**config.mk**
```make
export PLATFORM = sky130hd
export DESIGN_NAME = mem_window_logger
export DESIGN_NICKNAME = d
export VERILOG_FILES = /design/src/rtl/mem_window_logger.sv
export SDC_FILE = /design/constraint.sdc
export NUM_CORES = 1
export LEC_CHECK = 0
export ABC_CLOCK_PERIOD_IN_PS = 18390
export CAP_MARGIN = 20
export CORE_AREA = 2 2 271 273
export DETAILED_ROUTE_END_ITERATION = 10
export DIE_AREA = 0 0 273 275
export GPL_TIMING_DRIVEN = 0
export PLACE_DENSITY = 0.54
export SETUP_SLACK_MARGIN = 0.2
export SLEW_MARGIN = 20
export SYNTH_ARGS = -nofsm -noshare
export SYNTH_HDL_FRONTEND = slang
export SYNTH_SLANG_ARGS = --single-unit
```
**constraint.sdc**
```tcl
create_clock -name clk -period 18.39 [get_ports clk]
set_input_delay 3.678 -clock clk [delete_from_list [all_inputs] [get_ports clk]]
set_output_delay 3.678 -clock clk [all_outputs]
set_load 0.02 [all_outputs]
```
**src/rtl/mem_window_logger.sv**
```systemverilog
// Store snooper for the PicoRV32 look-ahead bus: captures writes that land
// inside [BASE, LIMIT) through a one-stage capture register into a
// first-word-fall-through FIFO, with saturating hit/drop counters.
module mem_window_logger #(
  parameter logic [31:0] BASE  = 32'h0000_1000,
  parameter logic [31:0] LIMIT = 32'h0000_4000,
  parameter int          DEPTH = 8,
  parameter int          CNT_W = 16,
  localparam int         PW    = $clog2(DEPTH),
  localparam int         LW    = $clog2(DEPTH) + 1
) (
  input  logic             clk,
  input  logic             resetn,
  input  logic             enable,
  input  logic             flush,
  input  logic             mem_la_write,
  input  logic [31:0]      mem_la_addr,
  input  logic [31:0]      mem_la_wdata,
  input  logic [3:0]       mem_la_wstrb,
  output logic             out_valid,
  input  logic             out_ready,
  output logic [31:0]      out_addr,
  output logic [31:0]      out_data,
  output logic [3:0]       out_strb,
  output logic [LW-1:0]    fifo_level,
  output logic [CNT_W-1:0] hit_count,
  output logic [CNT_W-1:0] drop_count,
  output logic             overflow
);

  localparam logic [LW-1:0] FULL_LVL = LW'(DEPTH);

  function automatic logic [CNT_W-1:0] sat_inc(input logic [CNT_W-1:0] c);
    return (c == {CNT_W{1'b1}}) ? c : c + CNT_W'(1);
  endfunction

  // ---- stage 0: window / strobe / enable qualification ----
  logic hit_p0;
  assign hit_p0 = enable && mem_la_write && (mem_la_wstrb != 4'h0) &&
                  (mem_la_addr >= BASE) && (mem_la_addr < LIMIT);

  // ---- stage 1: capture register ----
  logic        vld_p1;
  logic [31:0] addr_p1;
  logic [31:0] data_p1;
  logic [3:0]  strb_p1;

  // Capture valid: one-cycle pulse per hit; flush discards a hit in flight.
  always_ff @(posedge clk or negedge resetn) begin
    if (!resetn)    vld_p1 <= 1'b0;
    else if (flush) vld_p1 <= 1'b0;
    else            vld_p1 <= hit_p0;
  end

  // Capture payload: only meaningful while vld_p1 is set, so no reset.
  always_ff @(posedge clk) begin
    if (hit_p0) begin
      addr_p1 <= mem_la_addr;
      data_p1 <= mem_la_wdata;
      strb_p1 <= mem_la_wstrb;
    end
  end

  // ---- stage 2: FIFO ----
  logic [67:0]   mem [DEPTH];
  logic [PW-1:0] wr_ptr;
  logic [PW-1:0] rd_ptr;
  logic [LW-1:0] level;
  logic          pop;
  logic          push;
  logic          drop;
  logic [67:0]   head;

  // A full FIFO still takes the push when the head leaves in the same cycle.
  assign pop  = out_valid && out_ready && !flush;
  assign push = vld_p1 && !flush && ((level != FULL_LVL) || pop);
  assign drop = vld_p1 && !flush && !push;

  // Pointer and occupancy bookkeeping; level is tracked separately from the pointers.
  always_ff @(posedge clk or negedge resetn) begin
    if (!resetn) begin
      wr_ptr <= '0;
      rd_ptr <= '0;
      level  <= '0;
    end else if (flush) begin
      wr_ptr <= '0;
      rd_ptr <= '0;
      level  <= '0;
    end else begin
      if (push) wr_ptr <= wr_ptr + PW'(1);
      if (pop)  rd_ptr <= rd_ptr + PW'(1);
      if (push && !pop)      level <= level + LW'(1);
      else if (pop && !push) level <= level - LW'(1);
    end
  end

  // Storage array write; contents are don't-care until pushed.
  always_ff @(posedge clk) begin
    if (push) mem[wr_ptr] <= {addr_p1, data_p1, strb_p1};
  end

  // Saturating statistics and sticky overflow.
  always_ff @(posedge clk or negedge resetn) begin
    if (!resetn) begin
      hit_count  <= '0;
      drop_count <= '0;
      overflow   <= 1'b0;
    end else if (flush) begin
      hit_count  <= '0;
      drop_count <= '0;
      overflow   <= 1'b0;
    end else begin
      if (hit_p0) hit_count <= sat_inc(hit_count);
      if (drop) begin
        drop_count <= sat_inc(drop_count);
        overflow   <= 1'b1;
      end
    end
  end

  // Head is masked to zero while empty so stale storage never leaks out.
  assign out_valid  = (level != '0);
  assign head       = out_valid ? mem[rd_ptr] : '0;
  assign out_addr   = head[67:36];
  assign out_data   = head[35:4];
  assign out_strb   = head[3:0];
  assign fifo_level = level;

endmodule

```
# == Word-level counts from Yosys, hierarchy flattened ==
# Memory sizes are Yosys's and may differ from the RTL's.
# Cells that the tools add are included.
# word_totals
regBits,112
ramBits,544
in_bits,74
output_inout_bits,106
elab_cells,67
n_memories,1
# mem_list
memory,words,width,read_ports,rd_clocked_by_memory_dff,write_ports,line_no,source
mem,8,68,1,0,1,65,logic [67:0] mem [DEPTH];
# classes
add_sub_neg,6
order_cmp,2
n_eq_ne,5
muxes,19
n_reduce_logical,24
# ops
cell,n
$mux 16,6
$mux 68,1
$add 16x1->16 const B,2
$eq 16x16->1 const B,2
$ge 32x13->1 const B,1
$lt 32x15->1 const B,1
$mux 3,4
$mux 4,3
$logic_and 1x1->1,11
$reduce_bool 2->1,4
$reduce_bool 4->1,2
$add 3x1->3 const B,2
$mux 1,5
$add 4x1->4 const B,1
$ne 2x2->1 const B,2
$ne 4x4->1 const B,1
$reduce_and 2->1,2
$sub 4x1->4 const B,1
$logic_not 1->1,3
$reduce_bool 3->1,1
$logic_or 1x1->1,1

# == Depth between registers and ports, before layout ==
# Gate-level depths: netlist of run 1.
# logic_depth
word_depth,10
depth_mapped,10
depth_no_buf,9

# == Worst setup path before layout of run 1 ==
# No wires, ideal clock.
# synth_path
path_kind,input to register
start,input flush
end,memory mem[2][0] (enable)
setup_time_ns,0.685
t_arrival_ns,11.149
required_ns,17.705
setup_slack_ns,6.556
path_stages,4
path_buffers,0
path_cell_list,nand2b_1 > nand3_1 > nand2_1 > nor4b_1
# synth_between
elab_chain_len,6
word_cells_on_any_way,7
classes_between,mux: 2; reduce/logical: 5
# synth_rtl
element,line_no,source
"start, declared",15,"input logic flush,"
$logic_not 1->1 (*),"75, 76",
$logic_and 1x1->1,75,assign pop = out_valid && out_ready && !flush;
$logic_or 1x1->1,76,assign push = vld_p1 && !flush && ((level != FULL_LVL) || pop);
$logic_and 1x1->1 (*),76,
$mux 1 (*),99,"if (push) mem[wr_ptr] <= {addr_p1, data_p1, strb_p1};"
$mux 1 (implied by the code) (*),99,
"end, declared",65,
# Mark *: on every way between the ends. The rest lies on a longest branch, timed or not.

# == Worst setup path in the final report of run 1 ==
# layout_path
start,"register level[0], in the netlist fifo_level[0]"
end,output out_addr[27]
# layout_between
elab_chain_len,2
# layout_rtl
element,line_no,source
"start, declared",68,logic [LW-1:0] level;
"start signal, assigned",92,if (push && !pop) level <= level + LW'(1);
"start signal, assigned",93,else if (pop && !push) level <= level - LW'(1);
$reduce_bool 4->1,122,assign out_valid = (level != '0);
$mux 68,123,assign head = out_valid ? mem[rd_ptr] : '0;
"end, declared",22,"output logic [31:0] out_addr,"
# No other way between the ends.

==> summary.txt, run 1 <==
Synthesis
  • Async set or reset register ratio after synthesis: 6.71%
  • Cell type contributing the most total cell area after synthesis: edfxtp_1
  • Cell with the most instances after synthesis: edfxtp_1
  • Post-synthesis net count: 1285
  • EDFF count, synth: 612
  • Largest cells by area after synthesis: edfxtp_1 73%, mux4_2 12%, dfrtp_1 4.4%
  • Seq cells post-synth: 656
  • Distinct cell type count after synthesis: 49
  • Mapped cell area: 25100 µm²
  • Fraction of the yosys area taken by sequential cells: 77.5%
  • Area share of the largest cell type after synthesis: 73.2%
  • Number of instances in the synthesized netlist: 1204
  • Syn. warnings: 0
  • Top cells by instance count after synthesis: 612 x edfxtp_1, 136 x mux4_2, 91 x nor2_1, 72 x mux2i_1, 44 x dfrtp_1
  • Post-synth top flop: edfxtp_1
  • Mean area per synthesized cell: 20.9 µm²

Clocking
  • # H-tree levels: 3
  • Post-cts hold buffer count: 0
  • Clock root buffer: clkbuf_16
  • Sink Count: 656
  • Gates resized, CTS repair: 0
  • Clock tree from TritonCTS: done
  • Number of buffers between clock root and the deepest sink: 3
  • Buffer count from post-CTS setup fixing: 0
  • Clk_lat worst skew: 0.60 ns
  • CTS buffer count: 73
  • Worst-path clk slew: 0.06 ns

Timing
  • Setup tns final: 0 ns
  • Maximum achievable frequency: 130 MHz
  • Final number of setup-violating endpoints: 0
  • Final period demand of the worst path: 7.69 ns
  • Transition time at the pin with the least slew margin: 0.986 ns
  • Final clock skew: 0.0161 ns
  • Final slew viol count: 0
  • Final period utilization: 41.8%
  • RSZ-0062 raised after global routing: no
  • Worst max-slew margin expressed relative to the limit: 34.3%
  • Final count of hold timing violations: 0

Place
  • Final weighted congestion of routability-driven global placement: 0.749
  • Sum of net half-perimeters after detailed placement: 39300 µm
  • Port-buffer cells: 179
  • Cell count after placement: 2442
  • Placement Cell Area: 29000 µm²

Routing
  • Topmost layer with routed signal wires: met4
  • Wire length on met3: 2820 µm
  • Met1 WL: 25900 µm
  • Initial drt markers: 768
  • Final routed wirelength across all metal layers: 58100 µm
  • Number of remaining DRC errors: 0
  • Routed length per instance: 22.6 µm
  • Final antenna-violating net count: 0
  • Routed wire length on met2: 28400 µm
  • Via density per instance: 4.93
  • Overall via count from detail_route: 12.7k
  • Count of TritonRoute iterations in the first routing pass: 5

Worst setup path
  • Element type at the critical path start: register
  • Crit path buf inv count: 5
  • Logic depth of the worst setup path including buffers: 7
  • Cell family with most CP delay: buffers and inverters
  • Critical path peak fanout: 10
  • Start of the worst register-to-register path: fifo_level[0]
  • Cell count of the worst reg-to-reg path: 12
  • Critical Path End: out_addr[27]
  • CP max-delay cell: clkbuf_1
  • Launch point of the critical path: fifo_level[0]
  • Arrival @ worst endpoint: 4.01 ns
  • Worst R2R Setup Slack: 14.48 ns
  • Delay of the slowest critical-path stage: 0.62 ns
  • Cell-by-cell listing of the critical path: clkbuf_1 -> nor4_2 -> buf_2 -> clkbuf_1 -> buf_1 -> nor2_1 -> clkdlybuf4s50_1
  • Capture instance of the worst register-to-register path: mem[4][40]
  • Required time of the critical path: 14.71 ns
  • Crit path top cell by count: clkbuf_1
  • WS Path Type: register to primary output
  • Capturing element type of the critical path: primary output

Pwr
  • Maximum vdd drop: 0.0561 mV
  • Power Dens Cells: 124 nW/µm²
  • Total leakage power: 0.0101 µW

Finish
  • Finished Cell Area: 31300 µm²
  • Count of antenna diodes in the layout: 0
  • Signed area change from the synthesized netlist to the final layout: 24.4%
  • Area of combinational cells with multiple inputs: 5410 µm²
  • Post-route non-filler standard cell count: 2571
  • Final Net Count: 1639
  • Number of fill cells in the layout: 6323
  • Layout Utilization: 43.2%
  • Share of final-layout standard cells stronger than drive strength 1: 23.4%
  • Combined flip-flop and latch cell area: 19500 µm²

Die
  • Die width: 273 µm
  • Top-level I/O count: 180
  • Initial core utilization: 34.7%
  • Number of standard-cell rows in the floorplan: 99
  • Die Outline Area: 75100 µm²
  • Vertical die dimension: 275 µm
  • Core Footprint: 72300 µm²

Global routing
  • Overflow left after global routing: 0
  • All-Layer GR Usage: 15.6%
  • Number of antenna violations at the first check in global routing: 0
  • Vias in the first global route: 13.4k
  • Pin count of the biggest net entering global routing: 31
  • Global-route wire length before repair: 86700 µm

Hold path
  • Hold Path Stages: 1
  • Worst Hold Class: register to register

Status
  • Outcome: completed

Run
  • Max capacitance violation total: 0
-- metrics by stage --
step | setup slack, ns | power (µW) | hold WS [ns]
floorplan | 6.56 | 2160 | 0.528
global placement | -2.73 | 2520 | 0.480
detailed placement | 10.77 | 2530 | 0.488
CTS | 10.52 | 3950 | 0.506
global route | 10.49 | 4040 | 0.546
finish | 10.70 | 3880 | 0.504
-- worst min-delay path by stage --
stage / to / slack (ns) / startpoint
2_1_floorplan: mem[0][0] / 0.53 / strb_p1[0]
3_3_place_gp: overflow / 0.48 / overflow
3_5_place_dp: overflow / 0.49 / overflow
4_1_cts: overflow / 0.51 / overflow
5_1_grt: overflow / 0.55 / overflow
6_report: overflow / 0.50 / overflow
-- sequential cells by signal, summed over array words and instances, names as in the netlist --
| signal | flops |
|---|---|
| mem | 544 |
| addr_p1 | 32 |
| data_p1 | 32 |
| drop_count | 16 |
| hit_count | 16 |
| fifo_level | 4 |
| strb_p1 | 4 |
| rd_ptr | 3 |
| wr_ptr | 3 |
| overflow | 1 |
| vld_p1 | 1 |
-- cell families (layout without fill, tap and decap cells) --
family / after synthesis / in the layout / share of synthesized area (%)
buffers and inverters: 67 / 475 / 1.14
multiplexers: 208 / 208 / 15.1
adder cells (fa/ha/maj): 7 / 7 / 0.379
XOR/XNOR: 17 / 17 / 0.593
flip-flops: 656 / 656 / 77.5
AND/OR/NAND/NOR: 195 / 195 / 3.84
AO/OA/AOI/OAI: 54 / 54 / 1.46
-- power by group --
part	leakage [µW]	internal (µW)	switching (µW)
Sequential	0.00611	1620	7.71
Combinational	0.00281	395	452
Clock	0.00114	839	567
Total	0.0101	2850	1030
-- worst reg2reg max path, stage by stage (launching register included) --
cell and delay, ns:
dfrtp_1 0.37, clkbuf_1 0.32, nor3_1 0.17, nand3_1 0.23, nand2_1 0.19, nor4b_2 0.56
buf_2 0.32, buf_2 0.24, buf_2 0.24, buf_2 0.23, buf_2 0.23, buf_2 0.24
buf_2 0.25
-- cell type report --
class | count | area share (%)
clock inverter | 30 | 0.808
multi-input combinational | 481 | 17.3
inverter | 9 | 0.108
tap | 959 | 3.84
buffer | 58 | 0.804
clock buffer | 99 | 6.59
timing repair buffer | 279 | 8.24
sequential | 656 | 62.3
-- placed cells by master (no fill, tap or decap), types with 23 or more instances in the layout --
| master | instances |
|---|---|
| edfxtp_1 | 612 |
| clkdlybuf4s50_1 | 178 |
| mux4_2 | 136 |
| nor2_1 | 90 |
| clkbuf_16 | 77 |
| mux2i_1 | 72 |
| buf_2 | 57 |
| clkbuf_1 | 51 |
| buf_4 | 48 |
| dfrtp_1 | 44 |
| nand2_1 | 23 |
-- routing by layer --
| layer | up-vias | global-route usage [%] |
|---|---|---|
| met5 | - | 0 |
| met1 | 6692 | 21.3 |
| met3 | 67 | 3.12 |
| li1 | 5648 | - |
| met2 | 269 | 25.7 |
| met4 | 0 | 4.39 |
(Power assumes the default switching activity.)
==> inputs of run 2 (changes only) <==
- ABC_CLOCK_PERIOD_IN_PS: 18390 -> 6800
- PLACE_DENSITY: 0.54 -> 0.56
- clock period: 18.39 -> 6.8 ns (I/O delays scaled with it)
==> run 2 against run 1 <==
Clock-buffer cell count unchanged. Core utilization down 0.071 points. Critical path type unchanged. Combinational power grew to 2.7 times the previous value. Die area is the same. Total power rose to 2.7 times the previous value. Largest cell class unchanged. Routed wire length is 1.3% lower. Critical endpoint is now out_addr[29].
==> summary.txt, run 2 (synthesis results as in run 1) <==
Status
  • Outcome: completed

Finish
  • Count of antenna diodes in the layout: 0 (unchanged)
  • Flip-flop count of the largest register after layout: 544 (unchanged)
  • Commonest cells after routing, fill and taps aside: 612 x edfxtp_1, 178 x clkdlybuf4s50_1, 136 x mux4_2
  • Share of final-layout standard cells stronger than drive strength 1: 22.4% (-1.0 points)
  • Regs by FF count: mem: 544 flops, addr_p1: 32 flops, data_p1: 32 flops
  • Final Net Count: 1629 (-0.61%)
  • Number of fill cells in the layout: 6355 (+0.51%)
  • Register bank with the most flops: mem
  • Signed area change from the synthesized netlist to the final layout: 24.2%
  • Most common library cell in the layout ignoring fill and taps: edfxtp_1
  • Layout Utilization: 43.1% (-0.071 points)

Clocking
  • Buffer count from post-CTS setup fixing: 0 (unchanged)
  • # H-tree levels: 3 (unchanged)
  • Clk_lat worst skew: 0.60 ns (about the same)
  • Clock root buffer: clkbuf_16
  • Post-cts hold buffer count: 0 (unchanged)
  • CTS buffer count: 71 (-2.7%)
  • Clock tree from TritonCTS: done
  • Number of buffers between clock root and the deepest sink: 3 (unchanged)
  • Gates resized, CTS repair: 0 (unchanged)
  • Worst-path clk slew: 0.06 ns (about the same)
  • Sink Count: 656 (unchanged)

Worst setup path
  • Cell family with most CP delay: buffers and inverters
  • Arrival @ worst endpoint: 4.01 ns (about the same)
  • Crit path buf inv count: 5 (unchanged)
  • Delay of the slowest critical-path stage: 0.65 ns (+0.03 ns)
  • WS Path Type: register to primary output
  • Capturing element type of the critical path: primary output
  • Critical path peak fanout: 10 (unchanged)
  • Cell count of the worst reg-to-reg path: 11 (-1)
  • Logic depth of the worst setup path including buffers: 7 (unchanged)
  • Cell-by-cell listing of the critical path: clkbuf_1 -> nor4_2 -> buf_4 -> clkbuf_1 -> buf_1 -> nor2_1 -> clkdlybuf4s50_1
  • Element type at the critical path start: register
  • Required time of the critical path: 5.44 ns (-9.27 ns)
  • CP max-delay cell: clkdlybuf4s50_1
  • Crit path top cell by count: clkbuf_1

Timing
  • Final number of setup-violating endpoints: 0 (unchanged)
  • Setup tns final: 0 ns (unchanged)
  • Worst max-slew margin expressed relative to the limit: 32.7% (-1.6 points)
  • Final count of hold timing violations: 0 (unchanged)
  • Final clock skew: 0.0196 ns (+0.00344 ns)
  • Final slew viol count: 0 (unchanged)
  • Setup WS post-layout: 1.43 ns (-9.27 ns)
  • Maximum achievable frequency: 186 MHz
  • Final period utilization: 79.0%
  • Final period demand of the worst path: 5.37 ns
  • RSZ-0062 raised after global routing: no
  • Transition time at the pin with the least slew margin: 1.01 ns (+0.0241 ns)

Die
  • Die Outline Area: 75100 µm² (unchanged)
  • Number of standard-cell rows in the floorplan: 99 (unchanged)
  • Die width: 273 µm (unchanged)
  • Top-level I/O count: 180 (unchanged)
  • Core Footprint: 72300 µm² (unchanged)
  • Initial core utilization: 34.7% (unchanged)
  • Vertical die dimension: 275 µm (unchanged)

Pwr
  • Switching part of the total: 26.4% (-0.11 points)
  • Power Dens Cells: 333 nW/µm² (+170%)
  • Combinational share of power: 22.0% (about the same)
  • Total leakage power: 0.00997 µW (-0.84%)
  • Cell internal pwr: 7660 µW (+170%)
  • Maximum vdd drop: 0.139 mV (+150%)
  • Net switching power: 2750 µW (+170%)
  • Clock network power share: 35.9% (-0.4 points)
  • Flop pwr share: 42.2% (+0.3 points)

Global routing
  • Global-route wire length before repair: 85300 µm (-1.5%)
  • Overflow left after global routing: 0 (unchanged)
  • Number of antenna violations at the first check in global routing: 0 (unchanged)
  • All-Layer GR Usage: 15.4% (-0.25 points)
  • Vias in the first global route: 13.3k (-0.59%)
  • Pin count of the biggest net entering global routing: 37 (+19%)

Place
  • Post-Place Worst Slack: 1.76 ns (-9.02 ns)
  • Port-buffer cells: 179 (unchanged)
  • Final weighted congestion of routability-driven global placement: 0.761 (+1.6%)
  • Sum of net half-perimeters after detailed placement: 38900 µm (-1.0%)

Routing
  • Number of remaining DRC errors: 0 (unchanged)
  • Final antenna-violating net count: 0 (unchanged)
  • Routed length per instance: 22.4 µm (-0.85%)
  • Final routed wirelength across all metal layers: 57300 µm (-1.3%)
  • Count of TritonRoute iterations in the first routing pass: 4 (-1)
  • Initial drt markers: 793 (+3.3%)
  • Overall via count from detail_route: 12.6k (-0.77%)
  • Via density per instance: 4.92 (-0.30%)

Hold path
  • Hold Path Stages: 1 (unchanged)
  • Worst Hold Class: register to register

Run
  • Max capacitance violation total: 0 (unchanged)
run 2: cell types whose count changed in the layout (fill, tap and decap cells not counted), moves of 4 or more:
cell / change
buf_2: -5
buf_4: -16
buf_6: +10
buf_8: +4
clkbuf_1: +6
clkbuf_8: -4
clkinv_2: -8
run 2: worst reg2reg max path, delay by kind of cell, from the launching register on:
family	cells	cell delay [ns]
buffers and inverters	7	1.70
AND/OR/NAND/NOR	4	1.35
flip-flops	1	0.38
run 2: metrics by stage:
| stage | total power, µW | cell area, µm² | hold slack, ns | instances |
|---|---|---|---|---|
| 4_1_cts | 10600 | 31200 | 0.509 | 2559 |
| 6_report | 10400 | 31200 | 0.496 | 2559 |
| 2_1_floorplan | 5850 | 25100 | 0.528 | 1204 |
| 5_1_grt | 10800 | 31200 | 0.538 | 2559 |
| 3_3_place_gp | 6800 | 28100 | 0.487 | 2342 |
| 3_5_place_dp | 6830 | 29000 | 0.496 | 2434 |
run 2: power groups by stage:
stage | Clock [µW] | Combinational (µW) | Sequential, µW
floorplan | 0 | 1370 | 4480
global placement | 0 | 2330 | 4470
detailed placement | 0 | 2350 | 4470
CTS | 3830 | 2360 | 4390
global route | 3980 | 2470 | 4390
finish | 3730 | 2280 | 4390
run 2: area by class of cell:
type / count / area, µm² / share of cell area [%]
Inverter: 9 / 33.8 / 0.108
Clock buffer: 99 / 1980 / 6.33
Clock inverter: 26 / 264 / 0.846
Tap cell: 959 / 1200 / 3.84
Timing Repair Buffer: 271 / 2580 / 8.27
Multi-Input combinational cell: 481 / 5430 / 17.4
Buffer: 58 / 251 / 0.806
Sequential cell: 656 / 19500 / 62.4
run 2: per-layer routing:
metal / vias to the layer above / routed length [µm] / GRT usage [%]
li1: 5641 / - / -
met1: 6618 / 25900 / 20.8
met2: 261 / 28000 / 25.5
met3: 59 / 2480 / 3.02
met4: 0 / 900 / 4.29
met5: - / 0 / 0
run 2: path summary, 6_finish.rpt:
check | start | to | slack, ns
setup / recovery | fifo_level[0] | out_addr[29] | 1.43
hold / removal | overflow | overflow | 0.50
setup reg to reg | fifo_level[0] | mem[2][44] | 3.08
hold reg to reg | overflow | overflow | 0.50
max in group asynchronous | resetn | fifo_level[0] | 5.57
min in group asynchronous | resetn | hit_count[5] | 0.70
==> inputs of run 3 (changes only) <==
- ABC_CLOCK_PERIOD_IN_PS: 6800 -> 4300
- clock period: 6.8 -> 4.3 ns (I/O delays scaled with it)
==> run 3 against run 2 <==
Routed wire length is 1.1% higher. Die area stayed put. Total power is 59% higher. Register-to-register slack worse by 1.7 ns. Largest cell class unchanged. Non-clock buffer count is 25 lower. Design area is 0.81% higher. Flip-flop and latch count stayed put. Clock skew is 0.0021 ns higher. Largest power group unchanged. Highest routed layer unchanged. Critical path depth is 1 lower. Combinational power is 63% higher.
==> summary.txt, run 3 (synthesis results as in run 1) <==
Worst setup path
  • Cell-by-cell listing of the critical path: clkbuf_4 -> buf_4 -> mux4_2 -> mux2i_2 -> nor2_1 -> clkdlybuf4s50_1
  • CP max-delay cell: mux4_2
  • Capturing element type of the critical path: primary output
  • Arrival @ worst endpoint: 3.11 ns (-0.90 ns)
  • WS Path Type: register to primary output
  • Required time of the critical path: 3.44 ns (-2.00 ns)
  • Delay of the slowest critical-path stage: 0.55 ns (-0.10 ns)
  • Critical path peak fanout: 10 (unchanged)
  • Element type at the critical path start: register
  • Worst R2R Setup Slack: 1.34 ns (-1.74 ns)

Global routing
  • Global-route wire length before repair: 85700 µm (+0.38%)
  • Pin count of the biggest net entering global routing: 38 (+2.7%)
  • Number of antenna violations at the first check in global routing: 0 (unchanged)
  • Top Usage Layer GRT: met2
  • Met1 layer usage reported by global route: 20.6% (-0.20 points)
  • Routing usage on met2: 25.7% (+0.25 points)
  • Overflow left after global routing: 0 (unchanged)
  • Vias in the first global route: 13.3k (-0.015%)
  • All-Layer GR Usage: 15.6% (+0.16 points)
  • Fraction of met3 tracks used by global routing: 3.23% (+0.21 points)

Place
  • Port-buffer cells: 179 (unchanged)
  • Sum of net half-perimeters after detailed placement: 38500 µm (-1.1%)
  • Final weighted congestion of routability-driven global placement: 0.755 (-0.74%)
  • Cell count after placement: 2407 (-1.1%)
  • Post-Place Worst Slack: -0.151 ns (-1.91 ns)

Finish
  • Share of final-layout standard cells stronger than drive strength 1: 23.0% (+0.64 points)
  • Count of antenna diodes in the layout: 0 (unchanged)
  • Flip-flop count of the largest register after layout: 544 (unchanged)
  • Commonest cells after routing, fill and taps aside: 612 x edfxtp_1, 178 x clkdlybuf4s50_1, 136 x mux4_2
  • Register bank with the most flops: mem
  • Final Net Count: 1604 (-1.5%)
  • Combined flip-flop and latch cell area: 19500 µm² (unchanged)
  • Signed area change from the synthesized netlist to the final layout: 25.3%
  • Most common library cell in the layout ignoring fill and taps: edfxtp_1
  • Number of fill cells in the layout: 6300 (-0.87%)
  • Area of combinational cells with multiple inputs: 5480 µm² (+0.95%)
  • Regs by FF count: mem: 544 flops, addr_p1: 32 flops, data_p1: 32 flops
  • Post-route non-filler standard cell count: 2536 (-0.90%)

Timing
  • Final number of setup-violating endpoints: 0 (unchanged)
  • Maximum achievable frequency: 252 MHz
  • Transition time at the pin with the least slew margin: 0.934 ns (-0.0759 ns)
  • Final clock skew: 0.0217 ns (+0.00206 ns)
  • Setup tns final: 0 ns (unchanged)
  • Worst max-slew margin expressed relative to the limit: 37.7% (+5.1 points)
  • RSZ-0062 raised after global routing: yes
  • Final period demand of the worst path: 3.97 ns
  • Final period utilization: 92.4%
  • Setup WS post-layout: 0.329 ns (-1.10 ns)
  • Final slew viol count: 0 (unchanged)
  • Final count of hold timing violations: 0 (unchanged)

Clocking
  • Number of buffers between clock root and the deepest sink: 3 (unchanged)
  • Post-cts hold buffer count: 0 (unchanged)
  • Clock root buffer: clkbuf_16
  • Worst-path clk slew: 0.07 ns (about the same)
  • CTS buffer count: 71 (unchanged)
  • Clk_lat worst skew: 0.60 ns (about the same)
  • Clock tree from TritonCTS: done
  • # H-tree levels: 3 (unchanged)
  • Sink Count: 656 (unchanged)

Die
  • Initial core utilization: 34.7% (unchanged)
  • Number of standard-cell rows in the floorplan: 99 (unchanged)
  • Die width: 273 µm (unchanged)
  • Die Outline Area: 75100 µm² (unchanged)
  • Vertical die dimension: 275 µm (unchanged)
  • Core Footprint: 72300 µm² (unchanged)
  • Top-level I/O count: 180 (unchanged)

Routing
  • Final routed wirelength across all metal layers: 57900 µm (+1.1%)
  • Routed length per instance: 22.8 µm (+2.1%)
  • Count of TritonRoute iterations in the first routing pass: 5 (+1)
  • Initial drt markers: 727 (-8.3%)
  • Number of remaining DRC errors: 0 (unchanged)
  • Overall via count from detail_route: 12.6k (+0.44%)
  • Final antenna-violating net count: 0 (unchanged)
  • Via density per instance: 4.98 (+1.3%)

Pwr
  • Maximum vdd drop: 0.270 mV (+94%)
  • Total Power Consumption: 16500 µW (+59%)
  • Total leakage power: 0.00998 µW (about the same)
  • Power Dens Cells: 526 nW/µm² (+58%)

Status
  • Outcome: completed

Run
  • Max capacitance violation total: 0 (unchanged)

Hold path
  • Worst Hold Class: primary input to async pin
==> run 3: changes by cell type in the layout (fill, tap and decap cells not counted), sizes merged <==
cell    before  now
clkbuf     133  115
buf        117   91
bufinv       5    6
inv         12   13
clkinv      16   35
==> run 3: through the flow <==
step	utilization, %	area [µm²]	hold WS, ns
after floorplan	-	25200	0.528
final	43.5	31500	0.189
after global routing	43.5	31500	0.199
after detailed placement	40.2	29100	0.509
after global placement	39.0	28200	0.492
after CTS	43.5	31400	0.168
==> run 3: final timing paths <==
kind                            endpoint          start  cells past startpoint
min reg2reg                     overflow       overflow                      1
min                         hit_count[7]         resetn                      1
min in group clk                overflow       overflow                      1
max reg2reg                   mem[5][45]  fifo_level[0]                      8
max in group asynchronous  fifo_level[0]         resetn                      2
max                          out_data[3]      rd_ptr[0]                      6
==> run 3: final cells by class <==
class / count / area share (%)
multi-input cells: 481 / 17.4
clock buffers: 80 / 5.89
inverters: 9 / 0.107
flip-flops and latches: 656 / 61.9
well taps: 959 / 3.81
clock inverters: 47 / 1.22
plain buffers: 58 / 1.11
repair buffers: 246 / 8.55
==> run 3: repair_timing <==
item,CTS,global route
buffers inserted,2,0
hold endpoints to repair,0,0
setup endpoints to repair,68,24
resized for setup,42,15
pin swaps,1,0
gates cloned,0,0
==> run 3: routing by layer <==
metal | routed length [µm] | part of all wire, %
met1 | 25100 | 43
met2 | 28600 | 49
met3 | 2990 | 5.2
met4 | 1200 | 2.1
met5 | 0 | 0
==> run 3: where the power goes <==
group	leakage [µW]	switching, µW	internal, µW	total, µW
clock	0.00110	2430	3450	5880
sequential	0.00611	36.0	6910	6940
combinational	0.00277	1940	1780	3720
total	0.00998	4400	12100	16500
==> run 3: worst max-delay path: cells and delay by family (launching register included) <==
kind	cells	cell delay, ns
mux	2	0.82
flops	1	0.43
simple gates	1	0.07
buf+inv	3	1.19
